===== src/rtl/mips_pkg.sv =====
// Shared MIPS pipeline types and constants: the word type, the bubble encoding,
// fetch FSM states and the IF/ID payload.
package mips_pkg;
  typedef logic [31:0] word_t;

  localparam word_t NOP_INSTR_C  = 32'h0000_0000;  // sll $0,$0,0
  localparam word_t RESET_PC_DEF = 32'h0000_0000;

  typedef enum logic [1:0] {FETCH, HOLD, DROP} fetch_state_e;

  typedef struct packed {
    word_t instr;
    word_t pc_plus4;
    logic  valid;
  } ifid_t;
endpackage


===== src/rtl/fetch_unit_if.sv =====
// Instruction-memory request/ready bus between the fetch stage and imem.
interface fetch_unit_if;
  import mips_pkg::*;
  logic  ImemReq;
  word_t ImemAddr;
  word_t ImemRdata;
  logic  ImemReady;

  modport master (output ImemReq, ImemAddr, input ImemRdata, ImemReady);
  modport slave  (input ImemReq, ImemAddr, output ImemRdata, ImemReady);
endinterface


===== src/rtl/if_id_reg.sv =====
// Pipeline register with hold enable and synchronous bubble load; payload type
// is a parameter so the same block serves ID/EX with a flush.
module if_id_reg
  import mips_pkg::*;
#(
  parameter type T      = ifid_t,
  parameter T    BUBBLE = '0
) (
  input  logic clk,
  input  logic rst,
  input  logic en,
  input  logic bubble,
  input  T     d,
  output T     q
);
  always_ff @(posedge clk or posedge rst) begin
    if (rst)      q <= BUBBLE;
    else if (en)  q <= bubble ? BUBBLE : d;
  end
endmodule


===== src/rtl/fetch_unit.sv =====
// MIPS instruction-fetch stage: PC register, imem request/ready handshake and
// the IF/ID register. Memory latency turns into decode bubbles, not stalls.
module fetch_unit
  import mips_pkg::*;
#(
  parameter word_t RESET_PC  = RESET_PC_DEF,
  parameter word_t NOP_INSTR = NOP_INSTR_C
) (
  input  logic   clk,
  input  logic   reset,
  input  logic   StallF,
  input  logic   StallD,
  input  logic   PCSrcD,
  input  word_t  PCBranchD,
  fetch_unit_if.master imem,
  output word_t  InstrD,
  output word_t  PCPlus4D,
  output logic   ValidD
);
  localparam ifid_t BUBBLE_V = '{instr: NOP_INSTR, pc_plus4: 32'h0, valid: 1'b0};

  fetch_state_e state;
  word_t        pcf, buffer, redir_pc;
  logic         req;

  logic  redir;
  word_t target, pc_plus4;
  ifid_t ifid_d, ifid_q;
  logic  ifid_bubble;

  assign redir    = PCSrcD & ~StallD;
  assign target   = {PCBranchD[31:2], 2'b00};
  assign pc_plus4 = pcf + 32'd4;

  assign imem.ImemAddr = pcf;
  assign imem.ImemReq  = req;

  // Only a completed, non-redirected, unstalled fetch (or a HOLD release) is real.
  always_comb begin
    ifid_bubble = 1'b1;
    ifid_d      = '{instr: imem.ImemRdata, pc_plus4: pc_plus4, valid: 1'b1};
    case (state)
      FETCH: if (imem.ImemReady && !redir && !StallF) ifid_bubble = 1'b0;
      HOLD: if (!redir && !StallF) begin
        ifid_bubble  = 1'b0;
        ifid_d.instr = buffer;
      end
      default: ;
    endcase
  end

  always_ff @(posedge clk or posedge reset) begin
    if (reset) begin
      state    <= FETCH;
      pcf      <= RESET_PC;
      buffer   <= '0;
      redir_pc <= '0;
      req      <= 1'b1;
    end else begin
      case (state)
        FETCH: begin
          if (imem.ImemReady) begin
            if (redir) pcf <= target;
            else if (StallF) begin
              buffer <= imem.ImemRdata;
              state  <= HOLD;
              req    <= 1'b0;
            end else pcf <= pc_plus4;
          end else if (redir) begin
            // Request in flight: address must stay put, so park the target.
            redir_pc <= target;
            state    <= DROP;
          end
        end
        DROP: begin
          if (redir) redir_pc <= target;
          if (imem.ImemReady) begin
            pcf   <= redir ? target : redir_pc;
            state <= FETCH;
          end
        end
        HOLD: begin
          if (redir) begin
            pcf   <= target;
            state <= FETCH;
            req   <= 1'b1;
          end else if (!StallF) begin
            pcf   <= pc_plus4;
            state <= FETCH;
            req   <= 1'b1;
          end
        end
        default: begin
          state <= FETCH;
          req   <= 1'b1;
        end
      endcase
    end
  end

  if_id_reg #(.T(ifid_t), .BUBBLE(BUBBLE_V)) u_ifid (
    .clk    (clk),
    .rst    (reset),
    .en     (~StallD),
    .bubble (ifid_bubble),
    .d      (ifid_d),
    .q      (ifid_q)
  );

  assign InstrD   = ifid_q.instr;
  assign PCPlus4D = ifid_q.pc_plus4;
  assign ValidD   = ifid_q.valid;
endmodule


===== src/flat_wrapper.sv =====
// flat-port wrapper written by rule: the top's interface ports become plain ports
module fetch_unit_flat import mips_pkg::*;
#(
  parameter word_t RESET_PC  = RESET_PC_DEF,
  parameter word_t NOP_INSTR = NOP_INSTR_C
)
  (clk, reset, StallF, StallD, PCSrcD, PCBranchD, InstrD, PCPlus4D, ValidD, imem_ImemReq, imem_ImemAddr, imem_ImemRdata, imem_ImemReady);
  fetch_unit_if imem_i ();
  input  logic clk;
  input  logic reset;
  input  logic StallF;
  input  logic StallD;
  input  logic PCSrcD;
  input  word_t PCBranchD;
  output word_t InstrD;
  output word_t PCPlus4D;
  output logic ValidD;
  output wire logic [$bits(imem_i.ImemReq)-1:0] imem_ImemReq;
  output wire logic [$bits(imem_i.ImemAddr)-1:0] imem_ImemAddr;
  input wire logic [$bits(imem_i.ImemRdata)-1:0] imem_ImemRdata;
  input wire logic [$bits(imem_i.ImemReady)-1:0] imem_ImemReady;
  assign imem_ImemReq = imem_i.ImemReq;
  assign imem_ImemAddr = imem_i.ImemAddr;
  assign imem_i.ImemRdata = imem_ImemRdata;
  assign imem_i.ImemReady = imem_ImemReady;
  fetch_unit #(.RESET_PC(RESET_PC), .NOP_INSTR(NOP_INSTR)) u_core (.clk(clk), .reset(reset), .StallF(StallF), .StallD(StallD), .PCSrcD(PCSrcD), .PCBranchD(PCBranchD), .imem(imem_i), .InstrD(InstrD), .PCPlus4D(PCPlus4D), .ValidD(ValidD));
endmodule

===== config.mk =====
export PLATFORM = sky130hd
export DESIGN_NAME = fetch_unit_flat
export DESIGN_NICKNAME = d
export VERILOG_FILES = /design/src/rtl/mips_pkg.sv /design/src/rtl/fetch_unit_if.sv /design/src/rtl/if_id_reg.sv /design/src/rtl/fetch_unit.sv /design/src/flat_wrapper.sv
export SDC_FILE = /design/constraint.sdc
export NUM_CORES = 1
export LEC_CHECK = 0
export CAP_MARGIN = 20
export CORE_ASPECT_RATIO = 0.75
export CORE_UTILIZATION = 51
export DETAILED_ROUTE_END_ITERATION = 12
export MAX_ROUTING_LAYER = met4
export PLACE_DENSITY = 0.8
export REMOVE_ABC_BUFFERS = 1
export SLEW_MARGIN = 20
export SYNTH_ARGS = -nofsm -noshare
export SYNTH_HDL_FRONTEND = slang
export SYNTH_HIERARCHICAL = 1
export SYNTH_SLANG_ARGS = --single-unit

===== constraint.sdc =====
create_clock -name clk -period 3.9 [get_ports clk]
set_input_delay 0.78 -clock clk [delete_from_list [all_inputs] [get_ports clk]]
set_output_delay 0.78 -clock clk [all_outputs]
set_load 0.03 [all_outputs]

Yosys cells after proc, flatten, opt, wreduce, memory -nomap -nowiden
Cells that the tools add are included.

Output and inout bits: 98. Register bits: 164. Word-level logic and storage cells: 65.

Equality and inequality tests: 11. Mux-type cells: 28. Bitwise operators: 4. Reduce and logical (&&, ||, !) cells: 13. Add/sub/neg operators: 1.

Operators by type and width (count): 2-to-1 mux 32 bit (8); one-hot mux 32 bit (3 select lines) (1); 2-to-1 mux 65 bit (1); one-hot mux 32 bit (2 select lines) (1); adder 32 x 3 -> 32 bit (second input constant) (1); 2-to-1 mux 2 bit (7); != test 2 bit (second input constant) (5); AND reduction 5 bit (2); != test 3 x 2 -> 1 bit (second input constant) (3); 2-to-1 mux 1 bit (7); one-hot mux 2 bit (3 select lines) (1); AND reduction 4 bit (1); logical AND 1 bit (3); != test 3 bit (second input constant) (1); NOT 1 bit (3); one-hot mux 1 bit (3 select lines) (1); AND reduction 3 bit (1); nonzero test 3 bit (1); equality test 2 x 1 -> 1 bit (second input constant) (1); equality test 2 bit (second input constant) (1); zero test 1 bit (2); zero test 2 bit (1); one-hot mux 1 bit (2 select lines) (1); AND reduction 2 bit (1); 2 further kinds (2).

Longest topological paths before layout
Gate-level depths: netlist of run 1.

Depth in word-level cells: 8. Gate-level depth with buffers: 9. Gate-level depth less buffers: 6.

Hierarchy
Netlist of run 1, hierarchy kept.

Modules (own cells, without submodules): fetch_unit (area each 5429.0 um2, instances 1, cells an instance 501); if_id_reg (area each 2341.0 um2, instances 1, cells an instance 148).

Worst setup path before layout of run 1
OpenSTA, ideal clock, no wires.

Path kind: input to register. From: input port PCSrcD. To: register u_core/u_ifid/q[34] (netlist name). Slack: 1549 ps. Data arrival time: 2230 ps. Required time: 3779 ps. Stages: 8. Cells stage by stage: nor2b_1 > buf_2 > nor3_1 > and2_1 > clkbuf_1 > buf_2 > mux2_2 > a22o_1.

RTL lines: start, declared (RTL line flat_wrapper.sv:13) `input logic PCSrcD;`; end signal, assigned (RTL line if_id_reg.sv:18) `else if (en) q <= bubble ? BUBBLE : d;`; end, declared (RTL line if_id_reg.sv:14) `output T q`.

Worst setup path after layout of run 1
From: input port PCSrcD. To: register u_core.pcf[29], in the netlist u_core/imem.ImemAddr[29].

Word-level cells in the longest chain between the ends: 4.

Ends and longest elaborated chain: bitwise AND 1 bit (*) (RTL line fetch_unit.sv:31) `assign redir = PCSrcD & ~StallD;`; 2-to-1 mux 32 bit, on equally long branches (RTL line fetch_unit.sv:78, fetch_unit.sv:83); 2-to-1 mux 32 bit, on equally long branches (RTL line fetch_unit.sv:77, fetch_unit.sv:62); one-hot mux 32 bit (3 select lines) (*) (RTL line fetch_unit.sv:60) `case (state)`; end signal, assigned (RTL line fetch_unit.sv:63) `if (redir) pcf <= target;`; end signal, assigned (RTL line fetch_unit.sv:78) `pcf <= redir ? target : redir_pc;`; end signal, assigned (RTL line fetch_unit.sv:84) `pcf <= target;`; end, declared (RTL line fetch_unit.sv:23) `word_t pcf, buffer, redir_pc;`.

Every way passes the cells marked *; elsewhere a longest branch is shown, timed or not. The select of a mux whose other input is x is not followed. A chain may end at the register's enable or synchronous reset.

==> run summary, run 1 <==
cells on worst reg2reg path - 7
die width - 145 um
Ys Warns - 6
PwrDens - 526 mW/mm^2
main flop type after synthesis - dfrtp_1
DP HPWL - 13300 um
Setup Viol. Count Final - 0
Initial Util - 52.9%
Worst setup SP type - primary input
Post-Synthesis Cells - 649
GPL Wtd Cong - 0.838
DRC - 0
mapped cell area - 0.00777 mm^2
slew margin rel. - 40.1%
std cell rows - 38
crit path launch - PCSrcD
Iteration-0 DRC Markers - 404
Final Max Slew Viols - 0
total gr overflow - 0
Synth Register Bits - 164
Setup WS post-layout - 1.11 ns
finished layout cell area - 0.0101 mm^2
Clock Pin Slew Worst Setup and Hold Paths - 0.06 ns
Die Footprint - 0.0157 mm^2
Max rail drop VDD - 0.000339 V
Max Cap Viol - 0
area of placed instances - 0.00954 mm^2
share of cells above drive strength 1 - 19.6%
initial antenna violation count - 0
fin crit period - 2.79 ns
Clock Latency Late Sink - 0.43 ns
post-place setup slack - 0.720 ns
outcome - complete, no violations
Worst R2R Setup Slack - 1.57 ns
reg2reg end - u_core/imem.ImemAddr[24]
CP arrival - 3.10 ns
setup TNS - 0 ns
Seq/Total Area, Yosys - 52.8%
clock buffer depth - 2
Clock Skews - 0.00946 ns
fin util - 68.8%
CP endpoint kind - flop
diode count - 0
unrepaired setup endpoints after global routing - false
Worst Hold Class - flop to flop
TritonCTS clock tree - built
CTS H-Tree Depth - 4
Num CTS Buffers - 17
Reg2Reg Launch Point - u_core/imem.ImemAddr[2]
synth-to-layout area growth - 30.1%
Setup Fix Bufs, Post-CTS - 0
Distinct cells, synth - 52
Ports - 168
leakage power - 4.24 nW
Post-synth EDFFs - 0
number of routed nets with antenna violations - 0
crit-path max FO - 25
Post-CTS Hold Fix Bufs - 0
FFs w/ async S/R, synth - 100%
WL final - 20100 um
Pre-antenna DRT Iters - 5
CP required - 4.21 ns
fin crit share - 71.5%
Setup CP Type - primary input to flop
Layout Nets - 869
vias in the first global route - 5947
vias per cell - 5.92
core area - 0.0147 mm^2
largest net degree at the start of global routing - 85
final hold violations - 0
Avg Cell Area, Syn - 12.0 um^2
floorplan die height - 109 um
Pwr Total - 0.00532 W
wire per inst - 19.9 um
clk sinks - 164
Max Freq - 0.359 GHz
global-route usage over all layers - 27.3%
Vias - 5989
crit path to - u_core/imem.ImemAddr[29]
worst-margin pin slew - 0.899 ns
Root Driver - clkbuf_16
PortBufs - 165
post-CTS sizing - 0
first-pass GRT wire length - 31700 um
-- per-layer routing --
layer | up-vias | global-route usage [%] | share of wire [%]
li1 | 2725 | - | -
met1 | 2985 | 37.8 | 45
met2 | 259 | 40.8 | 47
met3 | 20 | 5.62 | 6.7
met4 | 0 | 7.89 | 1.6
met5 | - | - | 0
-- kinds of logic (layout without fill, tap and decap cells) --
family	Yosys count	count (layout)	synth area share (%)
flops	164	164	52.8
simple gates	120	120	8.49
fa+ha+maj	1	1	0.161
compound gates	174	174	17.1
buf+inv	65	227	4.36
mux	96	96	13.9
other cells	1	1	0.0483
xor+xnor	28	28	3.16
-- metrics by stage --
| step | hold slack, ns | std cells |
|---|---|---|
| floorplan | 0.465 | 598 |
| global placement | 0.480 | 979 |
| detailed placement | 0.491 | 979 |
| CTS | 0.506 | 1011 |
| global route | 0.517 | 1011 |
| finish | 0.504 | 1011 |
-- cell usage in the layout (no fill, tap or decap), types with 5 or more instances in the layout --
master           Yosys  routed
clkbuf_16            0      17
nor2_1              43      41
and3_1               5       5
o2bb2ai_1           12      12
a21oi_1             16      16
buf_4                2      15
o21ai_0             34      34
mux2_2              93      93
nand4_1              6       6
xnor2_1             13      13
a22o_1              70      70
nand3_1              9       9
a222oi_1            13      13
inv_1               14      11
xor2_1              15      15
nand2_1             22      22
o22ai_1              6       6
dfrtp_1            163     163
o31a_1               5       5
inv_6                0       9
nor3_1               9       8
a22oi_1              5       5
clkdlybuf4s50_1      0     165
-- critical path: stages --
cell and delay (ns):
clkdlybuf4s50_1 0.51, nor2b_2 0.50, buf_4 0.41, nor2_2 0.19, buf_4 0.25, a22oi_1 0.16
o41ai_1 0.10, a21o_1 0.19
-- flip-flops by register name, summed over array words and instances (netlist names) --
signal	cells
u_core/state	2
u_core/imem.ImemReq	1
u_core/buffer	32
u_core/u_ifid/q	65
u_core/redir_pc	32
u_core/imem.ImemAddr	32
-- Yosys cell counts (6+ instances only) --
| library cell | n | area share, % |
|---|---|---|
| dfrtp_1 | 163 | 52 |
| mux2_2 | 93 | 13 |
| a22o_1 | 70 | 7.9 |
| nor2_1 | 43 | 2.1 |
| o21ai_0 | 34 | 2.2 |
| nand2_1 | 22 | 1.1 |
| buf_2 | 21 | 1.4 |
| clkbuf_1 | 17 | 0.82 |
| a21oi_1 | 16 | 1.0 |
| xor2_1 | 15 | 1.7 |
| inv_1 | 14 | 0.68 |
| a222oi_1 | 13 | 1.7 |
| xnor2_1 | 13 | 1.5 |
| o2bb2ai_1 | 12 | 1.4 |
| nand3_1 | 9 | 0.58 |
| nor3_1 | 9 | 0.58 |
| buf_6 | 8 | 1.2 |
| nand4_1 | 6 | 0.48 |
| o22ai_1 | 6 | 0.48 |
-- cell type report --
type | instances | area [um^2]
tap | 200 | 250
clock inverter | 15 | 145
clock buffer | 17 | 425
multi-input combinational | 420 | 3340
fill | 1029 | 4580
timing repair buffer | 181 | 1780
sequential | 164 | 4110
inverter | 14 | 57.6
-- worst min-delay path by stage --
| stage | from | to | slack [ns] | depth (start not counted) |
|---|---|---|---|---|
| global placement | u_core/u_ifid/q[63] | u_core/u_ifid/q[63] | 0.48 | 1 |
| global route | u_core/buffer[23] | u_core/buffer[23] | 0.52 | 1 |
| CTS | u_core/redir_pc[1] | u_core/redir_pc[1] | 0.51 | 1 |
| floorplan | u_core/redir_pc[1] | u_core/redir_pc[1] | 0.47 | 1 |
| detailed placement | u_core/buffer[29] | u_core/buffer[29] | 0.49 | 1 |
| finish | u_core/imem.ImemReq | u_core/imem.ImemReq | 0.50 | 2 |
-- power by group --
part           leakage (nW)  internal (W)  switching, W
Combinational          1.88      0.000655      0.000741
Clock                 0.272      0.000895      0.000728
Sequential             2.09       0.00201      0.000297
Total                  4.24       0.00355       0.00177
Power figures use the tool's default switching activity.
==> run 2, diff against run 1 <==
==> constraint.sdc (replaced) <==
create_clock -name clk -period 2.7 [get_ports clk]
set_input_delay 0.54 -clock clk [delete_from_list [all_inputs] [get_ports clk]]
set_output_delay 0.54 -clock clk [all_outputs]
set_load 0.03 [all_outputs]
==> run 2 against run 1 <==
Via count rose by 2.7%. Cell count rose by 0.99%. Clock power rose by 58%. Sequential share of layout area fell by 0.79 points. Total power rose by 49%. Critical endpoint is now u_core/imem.ImemAddr[23]. Largest power group unchanged.
==> run summary, run 2 (synthesis gave the netlist of run 1 again) <==
Setup WS post-layout - 0.434 ns (-0.679 ns)
Placed Instances - 988 (+0.92%)
initial antenna violation count - 0 (unchanged)
post-place setup slack - 0.197 ns (-0.523 ns)
Vias - 6148 (+2.7%)
GPL Wtd Cong - 0.846 (+0.94%)
Post-CTS Hold Fix Bufs - 0 (unchanged)
final hold violations - 0 (unchanged)
Initial Util - 52.9% (unchanged)
Max Cap Viol - 0 (unchanged)
Iteration-0 DRC Markers - 550 (+36%)
synth-to-layout area growth - 32.7%
setup TNS - 0 ns (unchanged)
clock buffer depth - 2 (unchanged)
Max Freq - 0.441 GHz
Clock Latency Late Sink - 0.43 ns (about the same)
Biggest register - u_core/u_ifid/q
vias in the first global route - 6125 (+3.0%)
vias per cell - 6.02 (+1.6%)
total gr overflow - 0 (unchanged)
PortBufs - 165 (unchanged)
Hold Path End - u_core/u_ifid/q[33]
most frequent cells in the layout - clkdlybuf4s50_1, dfrtp_1, mux2_2
largest net degree at the start of global routing - 58 (-32%)
CP arrival - 2.55 ns (-0.55 ns)
DRC - 0 (unchanged)
commonest non-fill, non-tap cell in the layout - clkdlybuf4s50_1
std cell rows - 38 (unchanged)
Num CTS Buffers - 17 (unchanged)
Clock Skews - 0.00823 ns (-0.00122 ns)
leakage power - 4.33 nW (+2.1%)
share of cells above drive strength 1 - 20.5% (+0.88 points)
area occupied by multi-input gates - 0.00334 mm^2 (unchanged)
global-route usage over all layers - 28.2% (+0.85 points)
Pwr Total - 0.00794 W (+49%)
CP endpoint kind - flop
clk sinks - 164 (unchanged)
number of routed nets with antenna violations - 0 (unchanged)
Die Footprint - 0.0157 mm^2 (unchanged)
Worst Hold Depth - 1 (-1)
TritonCTS clock tree - built
Reg2Reg Launch Point - u_core/imem.ImemAddr[2]
CTS H-Tree Depth - 4 (unchanged)
Clock Pin Slew Worst Setup and Hold Paths - 0.07 ns (about the same)
fin crit share - 83.9%
WHS - 0.505 ns (+0.00115 ns)
Final Max Slew Viols - 0 (unchanged)
Worst Hold Class - flop to flop
Setup Fix Bufs, Post-CTS - 0 (unchanged)
core area - 0.0147 mm^2 (unchanged)
Worst R2R Setup Slack - 0.43 ns (-1.14 ns)
outcome - complete, no violations
Non-Filler Instances - 1021 (+0.99%)
Setup CP Type - flop to flop
die width - 145 um (unchanged)
reg2reg end - u_core/imem.ImemAddr[23]
first-pass GRT wire length - 32700 um (+3.0%)
WL final - 20800 um (+3.7%)
worst-margin pin slew - 0.666 ns (-0.233 ns)
Ports - 168 (unchanged)
PwrDens - 770 mW/mm^2 (+46%)
Sequential Area - 0.00411 mm^2 (unchanged)
cells on worst reg2reg path - 5 (-2)
Worst setup SP type - flop
Root Driver - clkbuf_16
slew margin rel. - 55.5% (+15 points)
DP HPWL - 13700 um (+3.2%)
Layout Nets - 878 (+1.0%)
Setup Viol. Count Final - 0 (unchanged)
Pre-antenna DRT Iters - 5 (unchanged)
floorplan die height - 109 um (unchanged)
wire per inst - 20.4 um (+2.7%)
Max rail drop VDD - 0.000475 V (+40%)
fin crit period - 2.27 ns
Min-Delay Startpoint - u_core/u_ifid/q[33]
unrepaired setup endpoints after global routing - false
max FFs per register - 65 (unchanged)
crit-path max FO - 7 (-72%)
CP required - 2.98 ns (-1.23 ns)
post-CTS sizing - 0 (unchanged)
fillcell total - 1021 (-0.78%)
run 2: cell types whose count changed in the layout (fill, tap and decap cells not counted), sizes merged:
cell      before  now
clkbuf        17   19
buf           16   25
clkinv         3    4
diode          0    1
clkinvlp       3    4
inv           22   16
bufinv         1    3
run 2: per-layer routing:
metal / GRT usage (%) / vias to the layer above / wire [um]
met3: 5.18 / 32 / 1450
met4: 9.70 / 0 / 360
met2: 44.4 / 284 / 10100
met5: - / - / 0
li1: - / 2734 / -
met1: 36.8 / 3098 / 8970
run 2: worst max-delay path by stage:
stage | startpoint | endpoint | slack (ns) | depth (start not counted)
floorplan | StallD | u_core/redir_pc[10] | -0.86 | 3
global placement | PCSrcD | u_core/imem.ImemAddr[0] | 0.26 | 7
global route | u_core/imem.ImemAddr[2] | u_core/imem.ImemAddr[23] | 0.28 | 5
CTS | u_core/imem.ImemAddr[6] | imem_ImemAddr[6] | 0.43 | 1
detailed placement | PCSrcD | u_core/imem.ImemAddr[0] | 0.20 | 7
finish | u_core/imem.ImemAddr[2] | u_core/imem.ImemAddr[23] | 0.43 | 5
run 2: power breakdown:
part / internal (W) / switching [W] / total, W
combinational: 0.000966 / 0.00109 / 0.00205
clock: 0.00152 / 0.00104 / 0.00256
sequential: 0.00290 / 0.000438 / 0.00333
total: 0.00538 / 0.00256 / 0.00794
run 2: cell type report:
type / instances / share of cell area [%]
Sequential cell: 164 / 39.8
Multi-Input combinational cell: 420 / 32.4
Timing Repair Buffer: 190 / 18.7
Clock buffer: 19 / 4.39
Tap cell: 200 / 2.43
Clock inverter: 13 / 1.70
Inverter: 14 / 0.534
Antenna cell: 1 / 0.0243
run 2: critical path, cell delays in order, from the launching register on:
cell and delay, ns:
dfrtp_1 0.49, nand4_1 0.36, or2_0 0.44, nor3_1 0.47, o21ai_0 0.19, o2bb2ai_1 0.17
run 2: stage by stage:
step           area, um^2  utilization, %
2_1_floorplan        7480               -
3_3_place_gp         9680            65.9
3_5_place_dp         9680            65.9
4_1_cts             10300            70.2
5_1_grt             10300            70.2
6_report            10300            70.2
